**config.mk**
```make
export PLATFORM = sky130hd
export DESIGN_NAME = hazard_stall_controller
export DESIGN_NICKNAME = d
export VERILOG_FILES = /design/src/rtl/hazard_stall_controller_pkg.sv /design/src/rtl/hazard_stall_controller_perf_counter.sv /design/src/rtl/hazard_stall_controller.sv
export SDC_FILE = /design/constraint.sdc
export NUM_CORES = 1
export LEC_CHECK = 0
export ABC_AREA = 1
export BUFFER_PORTS_ARGS = -buffer_cell sky130_fd_sc_hd__buf_4
export CORE_MARGIN = 3
export CORE_UTILIZATION = 35
export CTS_CLUSTER_DIAMETER = 150
export DETAILED_ROUTE_END_ITERATION = 6
export GPL_TIMING_DRIVEN = 1
export PLACE_DENSITY_LB_ADDON = 0.15
export RECOVER_POWER = 50
export SKIP_LAST_GASP = 1
export SLEW_MARGIN = 10
export SYNTH_ARGS = -nofsm -noshare
export SYNTH_HDL_FRONTEND = slang
export SYNTH_SLANG_ARGS = --single-unit
```
**constraint.sdc**
```tcl
create_clock -name clk_i -period 1.93 [get_ports clk_i]
set_input_delay 0.2895 -clock clk_i [delete_from_list [all_inputs] [get_ports clk_i]]
set_output_delay 0.2895 -clock clk_i [all_outputs]
set_load 0.005 [all_outputs]
```
**src/rtl/hazard_stall_controller_pkg.sv**
```systemverilog
// Shared definitions for the pipeline hazard logic.
// - state_t: sequencer states (RUN / MEM_WAIT / ERROR), fixed encodings.
// - Opcode constants for the decode stage.
// - opcode_uses_rs2(): decode helper that derives IFID_uses_rs2_i.
package hazard_stall_controller_pkg;

  typedef enum logic [1:0] {
    RUN      = 2'b00,
    MEM_WAIT = 2'b01,
    ERROR    = 2'b10
  } state_t;

  localparam logic [6:0] OP_LOAD   = 7'b0000011;
  localparam logic [6:0] OP_STORE  = 7'b0100011;
  localparam logic [6:0] OP_ITYPE  = 7'b0010011;
  localparam logic [6:0] OP_RTYPE  = 7'b0110011;
  localparam logic [6:0] OP_BRANCH = 7'b1100011;
  localparam logic [6:0] OP_JAL    = 7'b1101111;
  localparam logic [6:0] OP_JALR   = 7'b1100111;
  localparam logic [6:0] OP_LUI    = 7'b0110111;
  localparam logic [6:0] OP_AUIPC  = 7'b0010111;

  // R, S and SB formats are the only ones that read rs2.
  function automatic logic opcode_uses_rs2(input logic [6:0] opcode);
    return (opcode == OP_RTYPE) || (opcode == OP_STORE) || (opcode == OP_BRANCH);
  endfunction

endpackage

```
**src/rtl/hazard_stall_controller_perf_counter.sv**
```systemverilog
// hazard_perf_counter: free-running event counter.
// - clk_i : clock
// - rst_i : asynchronous reset, active-low, clears the count
// - en_i  : count this cycle
// - cnt_o : current count, wraps modulo 2^CNT_W
module hazard_perf_counter #(
  parameter int CNT_W = 32
) (
  input  logic             clk_i,
  input  logic             rst_i,
  input  logic             en_i,
  output logic [CNT_W-1:0] cnt_o
);

  logic [CNT_W-1:0] cnt_reg;

  always_ff @(posedge clk_i or negedge rst_i) begin
    if (!rst_i) begin
      cnt_reg <= '0;
    end else if (en_i) begin
      cnt_reg <= cnt_reg + CNT_W'(1);
    end
  end

  assign cnt_o = cnt_reg;

endmodule

```
**src/rtl/hazard_stall_controller.sv**
```systemverilog
// hazard_stall_controller: stall/flush sequencer for the 5-stage pipeline.
// Inputs : clk_i, rst_i (async, active-low), IF/ID register fields
//          (IFID_rs1_i, IFID_rs2_i, IFID_uses_rs2_i), ID/EX load info
//          (IDEX_rd_i, IDEX_MemRead_i), MEM-stage access handshake
//          (EXMEM_MemAccess_i, mem_ready_i), branch_taken_i.
// Outputs: PCWrite_o, IFIDWrite_o, NoOp_o, Flush_o, PipeEn_o pipeline
//          controls; mem_err_o sticky timeout flag; stall_cnt_o and
//          bubble_cnt_o performance counters.
module hazard_stall_controller
  import hazard_stall_controller_pkg::*;
#(
  parameter int MEM_TIMEOUT = 64,
  parameter int CNT_W       = 32
) (
  input  logic             clk_i,
  input  logic             rst_i,
  input  logic [4:0]       IFID_rs1_i,
  input  logic [4:0]       IFID_rs2_i,
  input  logic             IFID_uses_rs2_i,
  input  logic [4:0]       IDEX_rd_i,
  input  logic             IDEX_MemRead_i,
  input  logic             EXMEM_MemAccess_i,
  input  logic             mem_ready_i,
  input  logic             branch_taken_i,
  output logic             PCWrite_o,
  output logic             IFIDWrite_o,
  output logic             NoOp_o,
  output logic             Flush_o,
  output logic             PipeEn_o,
  output logic             mem_err_o,
  output logic [CNT_W-1:0] stall_cnt_o,
  output logic [CNT_W-1:0] bubble_cnt_o
);

  localparam int WAIT_W = $clog2(MEM_TIMEOUT + 1);

  state_t            state_reg, state_next;
  logic [WAIT_W-1:0] wait_reg, wait_next;
  logic              mem_err_reg, mem_err_next;
  logic              lu, mh, bubble_en;

  assign lu = IDEX_MemRead_i && (IDEX_rd_i != 5'd0) &&
              ((IDEX_rd_i == IFID_rs1_i) ||
               (IFID_uses_rs2_i && (IDEX_rd_i == IFID_rs2_i)));
  assign mh = EXMEM_MemAccess_i && !mem_ready_i;

  always_ff @(posedge clk_i or negedge rst_i) begin
    if (!rst_i) begin
      state_reg   <= RUN;
      wait_reg    <= '0;
      mem_err_reg <= 1'b0;
    end else begin
      state_reg   <= state_next;
      wait_reg    <= wait_next;
      mem_err_reg <= mem_err_next;
    end
  end

  always_comb begin
    state_next   = state_reg;
    wait_next    = wait_reg;
    mem_err_next = mem_err_reg;
    PCWrite_o    = 1'b0;
    IFIDWrite_o  = 1'b0;
    NoOp_o       = 1'b0;
    Flush_o      = 1'b0;
    PipeEn_o     = 1'b0;
    bubble_en    = 1'b0;
    case (state_reg)
      RUN: begin
        if (mh) begin
          // Memory hold wins over everything: IF/ID and ID/EX are frozen,
          // so any hazard or branch is simply re-evaluated after release.
          state_next = MEM_WAIT;
          wait_next  = WAIT_W'(1);
        end else if (lu) begin
          // Bubble while holding PC and IF/ID; no flush so a dependent
          // branch resolves next cycle with the forwarded load result.
          NoOp_o    = 1'b1;
          PipeEn_o  = 1'b1;
          bubble_en = 1'b1;
        end else begin
          PCWrite_o   = 1'b1;
          IFIDWrite_o = 1'b1;
          PipeEn_o    = 1'b1;
          Flush_o     = branch_taken_i;
        end
      end
      MEM_WAIT: begin
        // The releasing cycle is still frozen; the pipe moves next cycle.
        if (mem_ready_i) begin
          state_next = RUN;
          wait_next  = '0;
        end else if (wait_reg == WAIT_W'(MEM_TIMEOUT - 1)) begin
          state_next   = ERROR;
          mem_err_next = 1'b1;
        end else begin
          wait_next = wait_reg + WAIT_W'(1);
        end
      end
      ERROR: begin
        NoOp_o = 1'b1;
      end
      default: begin
        state_next = RUN;
        wait_next  = '0;
      end
    endcase
  end

  assign mem_err_o = mem_err_reg;

  // Stall cycles are every cycle in which the back end is frozen.
  hazard_perf_counter #(.CNT_W(CNT_W)) u_stall_cnt (
    .clk_i (clk_i),
    .rst_i (rst_i),
    .en_i  (!PipeEn_o),
    .cnt_o (stall_cnt_o)
  );

  hazard_perf_counter #(.CNT_W(CNT_W)) u_bubble_cnt (
    .clk_i (clk_i),
    .rst_i (rst_i),
    .en_i  (bubble_en),
    .cnt_o (bubble_cnt_o)
  );

endmodule

```
# ---- Yosys cells after proc, flatten, opt, wreduce, memory -nomap -nowiden
# Cells that the tools add are included.
dict set report word_totals {
  reg_bits 74
  latch_bits 0
  mem_bits_rw 0
  romBits 0
  output_inout_bits 70
  memories 0
}
dict set report op_classes {
  addsub 3
  mul 0
  n_div 0
  magnitude_cmp 0
  eq_ne 8
  shifts 0
  muxes 20
  n_bitwise 2
  reduce_logical 11
}
# op count
set op_table {}
lappend op_table {{$add A32 B1 Y32 const B} 2}
lappend op_table {{$mux W7} 3}
lappend op_table {{$pmux W7 S3} 1}
lappend op_table {{$mux W1} 11}
lappend op_table {{$eq A5 B5 Y1} 2}
lappend op_table {{$reduce_and A3 Y1} 3}
lappend op_table {{$add A7 B1 Y7 const B} 1}
lappend op_table {{$eq A7 B6 Y1 const B} 1}
lappend op_table {{$mux W2} 3}
lappend op_table {{$ne A3 B3 Y1 const B} 2}
lappend op_table {{$pmux W2 S3} 1}
lappend op_table {{$reduce_bool A5 Y1} 1}
lappend op_table {{$logic_and A1 B1 Y1} 4}
lappend op_table {{$eq A2 B1 Y1 const B} 1}
lappend op_table {{$eq A2 B2 Y1 const B} 1}
lappend op_table {{$logic_not A2 Y1} 1}
lappend op_table {{$ne A2 B2 Y1 const B} 1}
lappend op_table {{$not A1 Y1} 2}
lappend op_table {{$pmux W1 S2} 1}
lappend op_table {{$logic_not A1 Y1} 1}
lappend op_table {{$logic_or A1 B1 Y1} 1}

# ---- Longest topological paths before layout
dict set report logic_depth {
  depth_word 7
  ltp_mapped 11
}

# ---- Hierarchy
# Synthesis repeated with hierarchy kept, for this count alone.
dict set report unflattened {
  hier_cells 586
  area_unflattened_um2 4306.6
}
# mod n_inst cells_per_inst area_per_inst_um2 seq_area_each_um2
set by_module_without_submodules {}
lappend by_module_without_submodules {hazard_perf_counter 2 229 1761.7 800.8}
lappend by_module_without_submodules {hazard_stall_controller 1 128 783.3 250.2}

# ---- Worst setup path after synthesis
# OpenSTA, ideal clock, no wires.
dict set report synth_path {
  path_type {flip-flop to flip-flop}
  start {reg u_stall_cnt.cnt_reg[0], in the netlist u_stall_cnt.cnt_o[0]}
  end {reg u_stall_cnt.cnt_reg[22], in the netlist u_stall_cnt.cnt_o[22]}
  setup_ns 0.117
  arrival_time_ns 1.431
  required_ns 1.813
  setup_slack_ns 0.382
  stages_incl_launch_ff 11
  period_less_slack_ns 1.548
  cell_sequence {dfrtp_1 -> ha_1 -> nand2_1 -> nor2_1 -> nand2_1 -> nor2_2 -> nand2_2 -> nor2_1 -> nand3_1 -> nand2_1 -> nand2_1}
}
dict set report synth_via {
  elab_chain_cells 1
}
# item line
set synth_lines {}
lappend synth_lines {{start: declaration} hazard_stall_controller_perf_counter.sv:15} ;# logic [CNT_W-1:0] cnt_reg;
lappend synth_lines {{start signal: assignment} hazard_stall_controller_perf_counter.sv:21} ;# cnt_reg <= cnt_reg + CNT_W'(1);
lappend synth_lines {{$add A32 B1 Y32} hazard_stall_controller_perf_counter.sv:21}
# Every way passes these cells.
# A chain may end at the register's enable or synchronous reset.

# ---- Worst setup path after layout
dict set report layout_path {
  start {reg state_reg[0]}
  end {out NoOp_o}
}
dict set report layout_via {
  elab_chain_cells 2
  word_cells_on_any_way 3
}
# item line
set layout_lines {}
lappend layout_lines {{start: declaration} hazard_stall_controller.sv:37} ;# state_t state_reg, state_next;
lappend layout_lines {{start signal: assignment} hazard_stall_controller.sv:53} ;# state_reg <= state_next;
lappend layout_lines {{$eq A2 B2 Y1 or $logic_not A2 Y1 (tied branches)} hazard_stall_controller.sv:69} ;# case (state_reg)
lappend layout_lines {{$pmux W1 S2 *} hazard_stall_controller.sv:69}
lappend layout_lines {{end: declaration} hazard_stall_controller.sv:27} ;# output logic NoOp_o,
# Every way passes the cells marked *; elsewhere a longest branch is shown, timed or not.

==> summary.txt <==
Final layout
  – Antenna cells: 0
  – Cell area after layout: 5940 sq um
  – P&R area growth vs syn: 25.7%
  – Final core occ: 0.459
  – Commonest non-fill, non-tap cell in the layout: nand2_1
  – Nets: 832
  – Most frequent cells in the layout: 281 x nand2_1, 94 x nor2_1, 80 x inv_1
  – Share of cells above drive strength 1: 0.150

Hold path
  – Worst Hold Depth: 4
  – Worst hold endpoint: wait_reg[4]
  – Hold path start: mem_ready_i
  – Hold Crit Class: input port to register

Global routing
  – Met3 usage in global routing: 0.0325
  – Grt peak-use layer: met2
  – Initial antenna violation count: 0
  – Gr ovfl total: 0
  – Vias in the first global route: 4460
  – Largest net degree at the start of global routing: 56
  – GRT Total Usage: 0.185
  – Met1 Use GR: 0.235
  – First-pass GRT wire length: 21.6 mm
  – M2 GR Usage: 0.312

Yosys
  – Syn Nets: 731
  – EDFF count, synth: 0
  – Xor-xnor portion of the synthesized cell area: 0.0686
  – Yosys cell types: 30
  – Post-synth top flop: dfrtp_1
  – Simple-Gate Fraction of Synth Area: 0.418
  – Post-Synth Adder-Cell Area: 0.00794
  – Largest family of logic cells by synthesized area: simple AND/OR/NAND/NOR gates
  – Synth Instances: 706
  – Syn Std Cell Area: 4720 sq um
  – Mux contribution to synthesized area: 0
  – Warnings from Yosys: 0
  – Seq/Total Area, Yosys: 0.392
  – FF+latch count, synth: 74
  – Syn avg cell area: 6.69 sq um
  – Ys async rst share: 1.00
  – Complex-gate fraction of the synthesized area: 0.0323

Power and ir drop
  – Pwr dens: 804 nW/um^2
  – Sequential power share: 0.386
  – P_int: 3.28 mW
  – Worst vdd ir: 0.000434 V
  – Psw: 1.50 mW
  – Clock power share: 0.385
  – Gate power share: 0.229
  – Switch share: 0.313
  – Leak: 2.89 nW

Placed design
  – Placed inst area: 5640 sq um
  – Routability cong.: 0.874
  – Dpl hpwl: 10.0 mm
  – Pre-CTS setup slack: 0.220 ns
  – # port buffers: 91

Floorplanning
  – Full die area: 14900 sq um
  – DIE WIDTH: 122 microns
  – Core Area: 12900 sq um
  – Ports: 92
  – Die span in y: 122 microns
  – Initial Util: 0.365
  – FP Rows: 41

Worst setup path
  – Largest stage delay, worst path: 0.40 ns
  – Crit Path Class: register to primary output
  – Worst path cell trace: nor2_1 -> nand2_4 -> inv_2 -> nand3_2 -> nand2_1 -> buf_4
  – RR Endpoint: u_stall_cnt.cnt_o[17]
  – Critical Path Source Type: register
  – Depth of the most critical reg-to-reg path: 8
  – Worst Path Required: 1.64 ns
  – CP arrival: 1.56 ns
  – Critical R2R Launch: u_stall_cnt.cnt_o[0]
  – R2r setup slk: 0.22 ns
  – Worst setup EP type: primary output
  – CP max FO: 4
  – Worst path slowest cell: dfrtp_1

Clock network
  – Postcts setup bufs: 0
  – Clk Latency, worst-skew pair: 0.34 ns
  – Root Driver: clkbuf_16
  – TritonCTS Buffers: 9
  – Clock tree sinks: 74
  – CTS Buffer Depth: 2
  – CTS clk-pin slew, worst paths: 0.06 ns
  – CTS H-Tree Depth: 3
  – CTS tree: built

STA
  – Measured slew at the worst slew-check pin: 1.16 ns
  – Fin Hold WS: 0.274 ns
  – Final Cycle Share: 0.958
  – Slew Viols, Final: 0
  – RSZ-0062 raised after global routing: no
  – Clk_skew: 0.00593 ns
  – TNS Setup: 0 ns
  – Setup ws final: 0.0811 ns
  – Slew margin rel.: 0.228
  – Final Hold Fails: 0
  – Setup violators final: 0
  – Min cycle time layout: 1.85 ns
  – Maximum clock frequency: 541 MHz

Detailed routing
  – Final wirelength: 13.0 mm
  – Starting DRT DRC Count: 252
  – Wire per inst: 13.2 microns
  – Via density: 4.68
  – DR vias: 4609
  – Antenna-violating nets left: 0
  – Initial DRT Pass Iterations: 4
  – Drt drc: 0

Outcome
  – Outcome: completed

Run
  – Max-Cap Viols: 0
cell families (layout without fill, tap and decap cells):
group,Yosys count,after routing
buf+inv,93,199
simple gates,471,471
fa+ha+maj,3,3
flops,74,74
xor+xnor,37,37
compound gates,28,28
per-stage QoR:
stage | power, mW | std cells
floorplan | 2.47 | 706
CTS | 4.87 | 984
global route | 5.04 | 984
finish | 4.77 | 984
detailed placement | 3.01 | 967
global placement | 2.99 | 967
power by group through the flow:
| stage | combinational [mW] | clock, mW | sequential, mW |
|---|---|---|---|
| after floorplan | 0.611 | 0 | 1.86 |
| after global placement | 1.12 | 0 | 1.87 |
| after detailed placement | 1.14 | 0 | 1.87 |
| after CTS | 1.15 | 1.88 | 1.85 |
| after global routing | 1.22 | 1.95 | 1.87 |
| final | 1.09 | 1.84 | 1.84 |
synth_stat cells (3+ instances only):
master | count | share of area
buf_2 | 5 | 0.0053
buf_6 | 3 | 0.0071
dfrtp_1 | 74 | 0.39
ha_1 | 3 | 0.0079
inv_1 | 80 | 0.064
inv_2 | 3 | 0.0024
nand2_1 | 280 | 0.22
nand2_2 | 3 | 0.0040
nand3_1 | 37 | 0.039
nand3b_1 | 20 | 0.032
nand4_1 | 7 | 0.0093
nor2_1 | 95 | 0.075
nor2_2 | 5 | 0.0066
nor3_1 | 19 | 0.020
o21ai_0 | 15 | 0.016
o21ai_1 | 8 | 0.0085
xnor2_1 | 15 | 0.028
xor2_1 | 22 | 0.041
how the worst max path moves through the flow:
| stage | cells past startpoint | slack (ns) | to | start |
|---|---|---|---|---|
| after floorplan | 10 | 0.38 | u_stall_cnt.cnt_o[22] | u_stall_cnt.cnt_o[0] |
| after global placement | 9 | 0.26 | PCWrite_o | IDEX_rd_i[0] |
| after detailed placement | 10 | 0.22 | u_stall_cnt.cnt_o[22] | u_stall_cnt.cnt_o[0] |
| after CTS | 6 | 0.05 | NoOp_o | state_reg[0] |
| after global routing | 6 | 0.01 | NoOp_o | state_reg[0] |
| final | 6 | 0.08 | NoOp_o | state_reg[0] |
metal layers:
metal / up-vias / part of all wire
met5: - / 0
met4: 0 / 0.018
met3: 13 / 0.040
met2: 96 / 0.48
met1: 2111 / 0.46
li1: 2389 / -
worst max-delay path, delay by kind of cell, from the launching register on:
family / cells / cell delay (ns)
buffers and inverters: 2 / 0.25
DFF: 1 / 0.40
and+or+nand+nor: 4 / 0.57
cell type report:
type	count	area (sq um)
Multi-Input combinational cell	539	2490
Inverter	83	312
Timing Repair Buffer	100	748
Sequential cell	74	1850
Clock inverter	5	77.6
Fill cell	1354	6990
Tap cell	172	215
Clock buffer	11	243
repair_timing:
item                                    CTS  global route
endpoints found under the setup margin    0             1
resized for setup                         0             1
hold buffers                              1             0
hold endpoints to repair                 19             0
Note: power is estimated with default switching activity, not from simulation.
